--- src/rtl/spi_master_mc.sv ---
// Multi-slave SPI master: pulls words from a host FIFO and shifts them to one of
// slave_num_c chip selects with programmable divider, CPOL/CPHA, bit order and burst hold.
module spi_master_mc #(
    parameter int unsigned data_width_c     = 8,
    parameter int unsigned slave_num_c      = 4,
    parameter int unsigned reg_addr_width_c = 2,
    parameter int unsigned reg_din_width_c  = 8,
    parameter int unsigned div_reset_c      = 2,
    localparam int unsigned addr_width_c    = (slave_num_c > 1) ? $clog2(slave_num_c) : 1
) (
    input  logic                        clk,
    input  logic                        rst,
    output logic                        fifo_req_data,
    input  logic                        fifo_din_valid,
    input  logic                        fifo_empty,
    input  logic [data_width_c-1:0]     fifo_din,
    input  logic [addr_width_c-1:0]     spi_slave_addr,
    input  logic [reg_addr_width_c-1:0] reg_addr,
    input  logic [reg_din_width_c-1:0]  reg_din,
    input  logic                        reg_din_val,
    output logic                        reg_ack,
    output logic                        reg_err,
    output logic                        busy,
    output logic [data_width_c-1:0]     dout,
    output logic                        dout_valid,
    output logic                        addr_err,
    output logic                        spi_clk,
    output logic                        spi_mosi,
    input  logic                        spi_miso,
    output logic [slave_num_c-1:0]      spi_ss
);

    localparam int unsigned edge_width_c = $clog2(2 * data_width_c + 1);
    localparam int unsigned last_edge_c  = 2 * data_width_c - 1;

    typedef enum logic [2:0] {
        st_idle,
        st_wait,
        st_setup,
        st_shift,
        st_hold,
        st_done,
        st_next,
        st_gap
    } state_t;

    state_t                      state_q, state_d;
    logic [reg_din_width_c-1:0]  div_q;
    logic [reg_din_width_c-1:0]  cnt_q;
    logic [edge_width_c-1:0]     edge_q;
    logic                        cpha_q, cpol_q, lsb_q, burst_q, in_burst_q;
    logic [addr_width_c-1:0]     addr_q;
    logic [data_width_c-1:0]     tx_sr_q, rx_sr_q;
    logic                        miso_meta_q, miso_sync_q;

    logic                        tick_c, addr_ok_c, same_addr_c;
    logic                        req_c, latch_c, aerr_c, load_c, edge_c;
    logic [data_width_c-1:0]     tx_word_c;

    function automatic logic [data_width_c-1:0] bit_rev(input logic [data_width_c-1:0] v);
        logic [data_width_c-1:0] r;
        for (int i = 0; i < int'(data_width_c); i++) begin
            r[i] = v[int'(data_width_c) - 1 - i];
        end
        return r;
    endfunction

    assign tick_c      = (cnt_q == div_q - reg_din_width_c'(1));
    assign addr_ok_c   = (32'(spi_slave_addr) < slave_num_c);
    assign same_addr_c = (spi_slave_addr == addr_q);
    assign tx_word_c   = lsb_q ? bit_rev(fifo_din) : fifo_din;

    // Next-state and per-cycle control strobes
    always_comb begin
        state_d = state_q;
        req_c   = 1'b0;
        latch_c = 1'b0;
        aerr_c  = 1'b0;
        load_c  = 1'b0;
        edge_c  = 1'b0;
        case (state_q)
            st_idle: begin
                if (!fifo_empty) begin
                    req_c   = 1'b1;
                    state_d = st_wait;
                end
            end
            st_wait: begin
                if (fifo_din_valid) begin
                    if (!addr_ok_c) begin
                        aerr_c  = 1'b1;
                        state_d = in_burst_q ? st_gap : st_idle;
                    end else begin
                        latch_c = 1'b1;
                        state_d = in_burst_q ? st_shift : st_setup;
                    end
                end
            end
            st_setup: begin
                if (tick_c) state_d = st_shift;
            end
            st_shift: begin
                if (tick_c) begin
                    edge_c = 1'b1;
                    if (edge_q == edge_width_c'(last_edge_c)) state_d = st_hold;
                end
            end
            st_hold: begin
                if (tick_c) state_d = st_done;
            end
            st_done: begin
                load_c  = 1'b1;
                state_d = st_next;
            end
            st_next: begin
                if (burst_q && !fifo_empty && same_addr_c) begin
                    req_c   = 1'b1;
                    state_d = st_wait;
                end else begin
                    state_d = st_gap;
                end
            end
            st_gap: begin
                if (tick_c) state_d = st_idle;
            end
            default: state_d = st_idle;
        endcase
    end

    // State register
    always_ff @(posedge clk or negedge rst) begin
        if (!rst) state_q <= st_idle;
        else      state_q <= state_d;
    end

    // Datapath, pin drivers and host-side strobes
    always_ff @(posedge clk or negedge rst) begin
        if (!rst) begin
            cnt_q         <= '0;
            edge_q        <= '0;
            in_burst_q    <= 1'b0;
            addr_q        <= '0;
            tx_sr_q       <= '0;
            rx_sr_q       <= '0;
            miso_meta_q   <= 1'b0;
            miso_sync_q   <= 1'b0;
            fifo_req_data <= 1'b0;
            addr_err      <= 1'b0;
            dout_valid    <= 1'b0;
            dout          <= '0;
            busy          <= 1'b0;
            spi_clk       <= 1'b0;
            spi_mosi      <= 1'b0;
            spi_ss        <= '1;
        end else begin
            miso_meta_q   <= spi_miso;
            miso_sync_q   <= miso_meta_q;
            fifo_req_data <= req_c;
            addr_err      <= aerr_c;
            dout_valid    <= load_c;
            busy          <= (state_d != st_idle);

            if ((state_d != state_q) || tick_c) cnt_q <= '0;
            else                                 cnt_q <= cnt_q + reg_din_width_c'(1);

            if (req_c) in_burst_q <= (state_q == st_next);

            if (latch_c) begin
                addr_q <= spi_slave_addr;
                spi_ss <= ~(slave_num_c'(1) << spi_slave_addr);
                edge_q <= '0;
                if (!cpha_q) begin
                    spi_mosi <= tx_word_c[data_width_c-1];
                    tx_sr_q  <= tx_word_c << 1;
                end else begin
                    tx_sr_q  <= tx_word_c;
                end
            end

            // Even edge index is the leading edge; CPHA picks which edge samples
            if (edge_c) begin
                edge_q <= edge_q + edge_width_c'(1);
                if ((~edge_q[0]) ^ cpha_q) begin
                    rx_sr_q <= {rx_sr_q[data_width_c-2:0], miso_sync_q};
                end else begin
                    spi_mosi <= tx_sr_q[data_width_c-1];
                    tx_sr_q  <= tx_sr_q << 1;
                end
            end

            if (state_q == st_idle) spi_clk <= cpol_q;
            else if (edge_c)        spi_clk <= ~spi_clk;

            if ((state_d == st_gap) || (state_d == st_idle)) spi_ss <= '1;

            if (load_c) dout <= lsb_q ? bit_rev(rx_sr_q) : rx_sr_q;
        end
    end

    // Configuration registers; writes are only accepted while idle
    always_ff @(posedge clk or negedge rst) begin
        if (!rst) begin
            div_q   <= reg_din_width_c'(div_reset_c);
            cpha_q  <= 1'b0;
            cpol_q  <= 1'b0;
            lsb_q   <= 1'b0;
            burst_q <= 1'b0;
            reg_ack <= 1'b0;
            reg_err <= 1'b0;
        end else begin
            reg_ack <= 1'b0;
            reg_err <= 1'b0;
            if (reg_din_val) begin
                if (busy) begin
                    reg_err <= 1'b1;
                end else if (reg_addr == reg_addr_width_c'(0)) begin
                    if (reg_din == '0) begin
                        reg_err <= 1'b1;
                    end else begin
                        div_q   <= reg_din;
                        reg_ack <= 1'b1;
                    end
                end else if (reg_addr == reg_addr_width_c'(1)) begin
                    cpha_q  <= reg_din[0];
                    cpol_q  <= reg_din[1];
                    lsb_q   <= reg_din[2];
                    reg_ack <= 1'b1;
                end else if (reg_addr == reg_addr_width_c'(2)) begin
                    burst_q <= reg_din[0];
                    reg_ack <= 1'b1;
                end else begin
                    reg_err <= 1'b1;
                end
            end
        end
    end

endmodule

--- config.mk ---
export PLATFORM = sky130hd
export DESIGN_NAME = spi_master_mc
export DESIGN_NICKNAME = d
export VERILOG_FILES = /design/src/rtl/spi_master_mc.sv
export SDC_FILE = /design/constraint.sdc
export NUM_CORES = 1
export LEC_CHECK = 0
export BUFFER_PORTS_ARGS = -buffer_cell sky130_fd_sc_hd__buf_2
export CORE_MARGIN = 3
export CORE_UTILIZATION = 35
export DETAILED_ROUTE_END_ITERATION = 8
export GPL_TIMING_DRIVEN = 0
export MAX_ROUTING_LAYER = met4
export PLACE_DENSITY_LB_ADDON = 0.2
export SYNTH_ARGS = -nofsm -noshare
export SYNTH_HDL_FRONTEND = slang
export SYNTH_SLANG_ARGS = --single-unit
--- constraint.sdc ---
create_clock -name clk -period 6.9 [get_ports clk]
set_input_delay 1.38 -clock clk [delete_from_list [all_inputs] [get_ports clk]]
set_output_delay 1.38 -clock clk [all_outputs]
set_load 0.005 [all_outputs]
==> results.sh <==
export IMPL_outcome="completed"
export IMPL_post_place_ws_ns=3.89
export IMPL_grt_ovfl_total=0
export IMPL_number_of_enable_type_register_cells_in_the_synthesized_netlist=0
export IMPL_worst_ep_arrival_time_ns=3.15
export IMPL_globalplace_congestion=0.838
export IMPL_worstPathRequired_ns=7.13
export IMPL_drt_drc_violations_left=0
export IMPL_postRouteAntennaNets=0
export IMPL_synthDominantCellAreaShare_pct=42.8
export IMPL_routed_via_density=5.04
export IMPL_synth_top_area_cell="sky130_fd_sc_hd__dfrtp_1"
export IMPL_finalSetupViolCount=0
export IMPL_cts_hold_repair_buffers=0
export IMPL_synthesis_area_per_instance_sq_um=10.5
export IMPL_timing_critical_path_slowest_cell_delay_ns=0.47
export IMPL_reg2reg_slack_ns=3.98
export IMPL_hold_violation_count_in_the_final_report=0
export IMPL_worst_ir_drop_vdd_v=0.000106
export IMPL_worst_clock_skew_ns=0.00811
export IMPL_antenna_violations_before_repair=0
export IMPL_wire_per_inst_um=14.4
export IMPL_drv_cap=0
export IMPL_cell_with_the_largest_stage_delay_on_the_worst_path="sky130_fd_sc_hd__or3b_2"
export IMPL_hp_start="miso_meta_q"
export IMPL_num_rows=36
export IMPL_finalSetupTns_ns=0
export IMPL_synthCells=352
export IMPL_power_per_cell_area_nw_per_um2=321
export IMPL_critPathLaunchType="register"
export IMPL_rsz0062_at_grt="no"
export IMPL_yosys_register_bits=68
export IMPL_synth_distinct_cells=54
export IMPL_layout_area_overhead_vs_synth_pct=16.8
export IMPL_ctsHtreeMaxLevel=3
export IMPL_synth_net_count=385
export IMPL_end_kind="register"
export IMPL_fillers=1020
export IMPL_critical_path_cell_chain="inv_1 -> ha_1 -> or3b_2 -> a221o_1 -> a2111oi_4 -> nor2b_1 -> buf_4 -> mux2_1"
export IMPL_grt_start_max_net_pins=69
export IMPL_post_cts_resized_instances=0
export IMPL_synthArstFlopShare_pct=100
export IMPL_final_core_utilization_pct=43.0
export IMPL_groute_usage_overall_pct=15.4
export IMPL_synth_yosys_warnings=0
export IMPL_timing_critical_path_depth=8
export IMPL_dr_total_vias=2745
export IMPL_worst_r2r_path_depth=8
export IMPL_port_buffer_count=44
export IMPL_worst_slew_pin_slew_ns=0.878
export IMPL_share_of_the_clock_period_used_by_the_worst_path_pct=42.3
export IMPL_ys_flop_type="sky130_fd_sc_hd__dfrtp_1"
export IMPL_synthesis_area_sq_um=3680
export IMPL_grt_pass1_wl_mm=13.8
export IMPL_synth_sequential_area_ratio_pct=46.4
export IMPL_dpl_hpwl_mm=5.51
export IMPL_min_delay_path_class="register to register"
export IMPL_setup_worst_path_class="register to register"
export IMPL_power_static_leakage_nw=1.99
export IMPL_design_final_nets=440
export IMPL_first_iteration_detailed_routing_drc_count=149
export IMPL_coreArea_sq_um=10000
export IMPL_min_to="miso_sync_q"
export IMPL_critPathTopFamily="compound AO/OA/AOI/OAI gates"
export IMPL_num_antenna_cells=0
export IMPL_crit_path_max_fanout=9
export IMPL_worstSkewPairLatency_ns=0.35
export IMPL_layout_cells_non_filler=545
export IMPL_first_global_vias=2744
export IMPL_dieWidth_um=109
export IMPL_timing_hold_worst_path_depth=0
export IMPL_clock_tree_from_tritoncts="done"
export IMPL_max_slew_headroom_pct=41.5
export IMPL_timing_max_transition_violations_final=0
export IMPL_final_setup_worst_slack_ns=3.98
export IMPL_dp_cells=529
export IMPL_cts_root_buf="sky130_fd_sc_hd__clkbuf_8"
export IMPL_cts_max_path_buffers=2
export IMPL_timing_rr_end="tx_sr_q[5]"
export IMPL_dr_pass1_iters=4
export IMPL_synthTopCellsByArea="sky130_fd_sc_hd__dfrtp_1 (43%), sky130_fd_sc_hd__nand2_1 (5.1%), sky130_fd_sc_hd__mux2_2 (3.7%)"
export IMPL_share_of_final_layout_standard_cells_stronger_than_drive_strength_1_pct=24.8
export IMPL_numClockSinks=68
export IMPL_routed_wirelength_mm=7.83
export IMPL_critPathBufInv=2
export IMPL_cts_bufs_inserted=9
export IMPL_post_cts_repair_setup_buffers=0
export IMPL_r2r_start="div_q[0]"
export IMPL_fp_dieArea_sq_um=11800
export IMPL_fp_dieH_um=109
export IMPL_pin_count=46
export IMPL_initial_core_util_pct=36.8
export IMPL_top_library_cells_by_usage_in_the_layout_fill_and_taps_aside="sky130_fd_sc_hd__dfrtp_1 (63), sky130_fd_sc_hd__nand2_1 (50), sky130_fd_sc_hd__buf_2 (43)"
export IMPL_fmax_ghz=0.342
export IMPL_timing_final_crit_period_ns=2.92
export IMPL_mostFrequentLayoutCell="sky130_fd_sc_hd__dfrtp_1"
export IMPL_clk_pin_slew_ns=0.08
==> where the power goes <==
group | switching, mW | internal (mW) | leakage (nW)
clock network | 0.167 | 0.206 | 0.114
logic | 0.225 | 0.201 | 1.01
registers | 0.0868 | 0.494 | 0.866
total | 0.479 | 0.900 | 1.99
==> final cells by class <==
cell class                 instances  area, sq um  area share [%]
multi-input combinational        255         1860            43.1
sequential                        68         1710            39.7
tap                              133          166            3.87
timing repair buffer              44          223            5.18
clock buffer                       9          124            2.88
clock inverter                     7          100            2.33
buffer                            17         78.8            1.83
inverter                          12         45.0            1.05
==> stage by stage <==
| step | power, mW | hold slack, ns | cell area, sq um |
|---|---|---|---|
| floorplan | 0.904 | 0.331 | 3680 |
| global placement | 1.01 | 0.336 | 4070 |
| detailed placement | 1.02 | 0.340 | 4080 |
| CTS | 1.40 | 0.358 | 4300 |
| global route | 1.49 | 0.365 | 4300 |
| finish | 1.38 | 0.358 | 4300 |
==> Yosys cell counts (2+ instances only) <==
library cell and n:
sky130_fd_sc_hd__a211o_1 2, sky130_fd_sc_hd__a21oi_1 8, sky130_fd_sc_hd__a221oi_1 2, sky130_fd_sc_hd__a31oi_1 5
sky130_fd_sc_hd__and2_1 2, sky130_fd_sc_hd__and3_1 7, sky130_fd_sc_hd__and3b_1 4, sky130_fd_sc_hd__buf_4 2
sky130_fd_sc_hd__clkbuf_1 13, sky130_fd_sc_hd__dfrtp_1 63, sky130_fd_sc_hd__dfstp_2 5, sky130_fd_sc_hd__ha_1 7
sky130_fd_sc_hd__inv_1 11, sky130_fd_sc_hd__mux2_1 9, sky130_fd_sc_hd__mux2_2 12, sky130_fd_sc_hd__mux2_4 8
sky130_fd_sc_hd__mux2i_1 13, sky130_fd_sc_hd__mux4_2 5, sky130_fd_sc_hd__nand2_1 50, sky130_fd_sc_hd__nand3_1 10
sky130_fd_sc_hd__nand3b_1 4, sky130_fd_sc_hd__nor2_1 26, sky130_fd_sc_hd__nor2b_1 2, sky130_fd_sc_hd__nor3_1 8
sky130_fd_sc_hd__nor3b_1 4, sky130_fd_sc_hd__nor4_1 2, sky130_fd_sc_hd__nor4b_1 4, sky130_fd_sc_hd__o21ai_0 22
sky130_fd_sc_hd__o21ai_1 2, sky130_fd_sc_hd__xnor2_1 4, sky130_fd_sc_hd__xor2_1 13
==> per-layer routing <==
metal	track usage, %	part of all wire, %
met1	21.5	49
met5	-	0
met3	3.34	5.0
met2	22.1	44
met4	5.41	1.6
==> cell families after synthesis <==
logic type | Yosys count | share of synthesized area, %
and+or+nand+nor | 133 | 18.6
DFF | 68 | 46.4
AOI/OAI and AO/OA | 50 | 8.87
muxes | 47 | 16.3
buffers and inverters | 29 | 3.36
xor gates and xnor gates | 17 | 4.04
adders and majority gates | 7 | 2.38
other | 1 | 0.102
==> worst max path at each step <==
stage | startpoint | to | slack, ns
2_1_floorplan | fifo_din_valid | tx_sr_q[0] | 4.22
3_3_place_gp | fifo_din_valid | spi_ss[3] | 3.41
3_5_place_dp | spi_slave_addr[1] | spi_ss[0] | 3.89
4_1_cts | div_q[0] | tx_sr_q[5] | 3.95
5_1_grt | div_q[0] | tx_sr_q[5] | 3.83
6_report | div_q[0] | tx_sr_q[5] | 3.98
==> registers in the layout, indices dropped and copies added (netlist names), 3 cells and up <==
register  count
cnt_q         8
div_q         8
dout          8
rx_sr_q       8
tx_sr_q       8
edge_q        5
spi_ss        4
state_q       3
(Power assumes the default switching activity.)
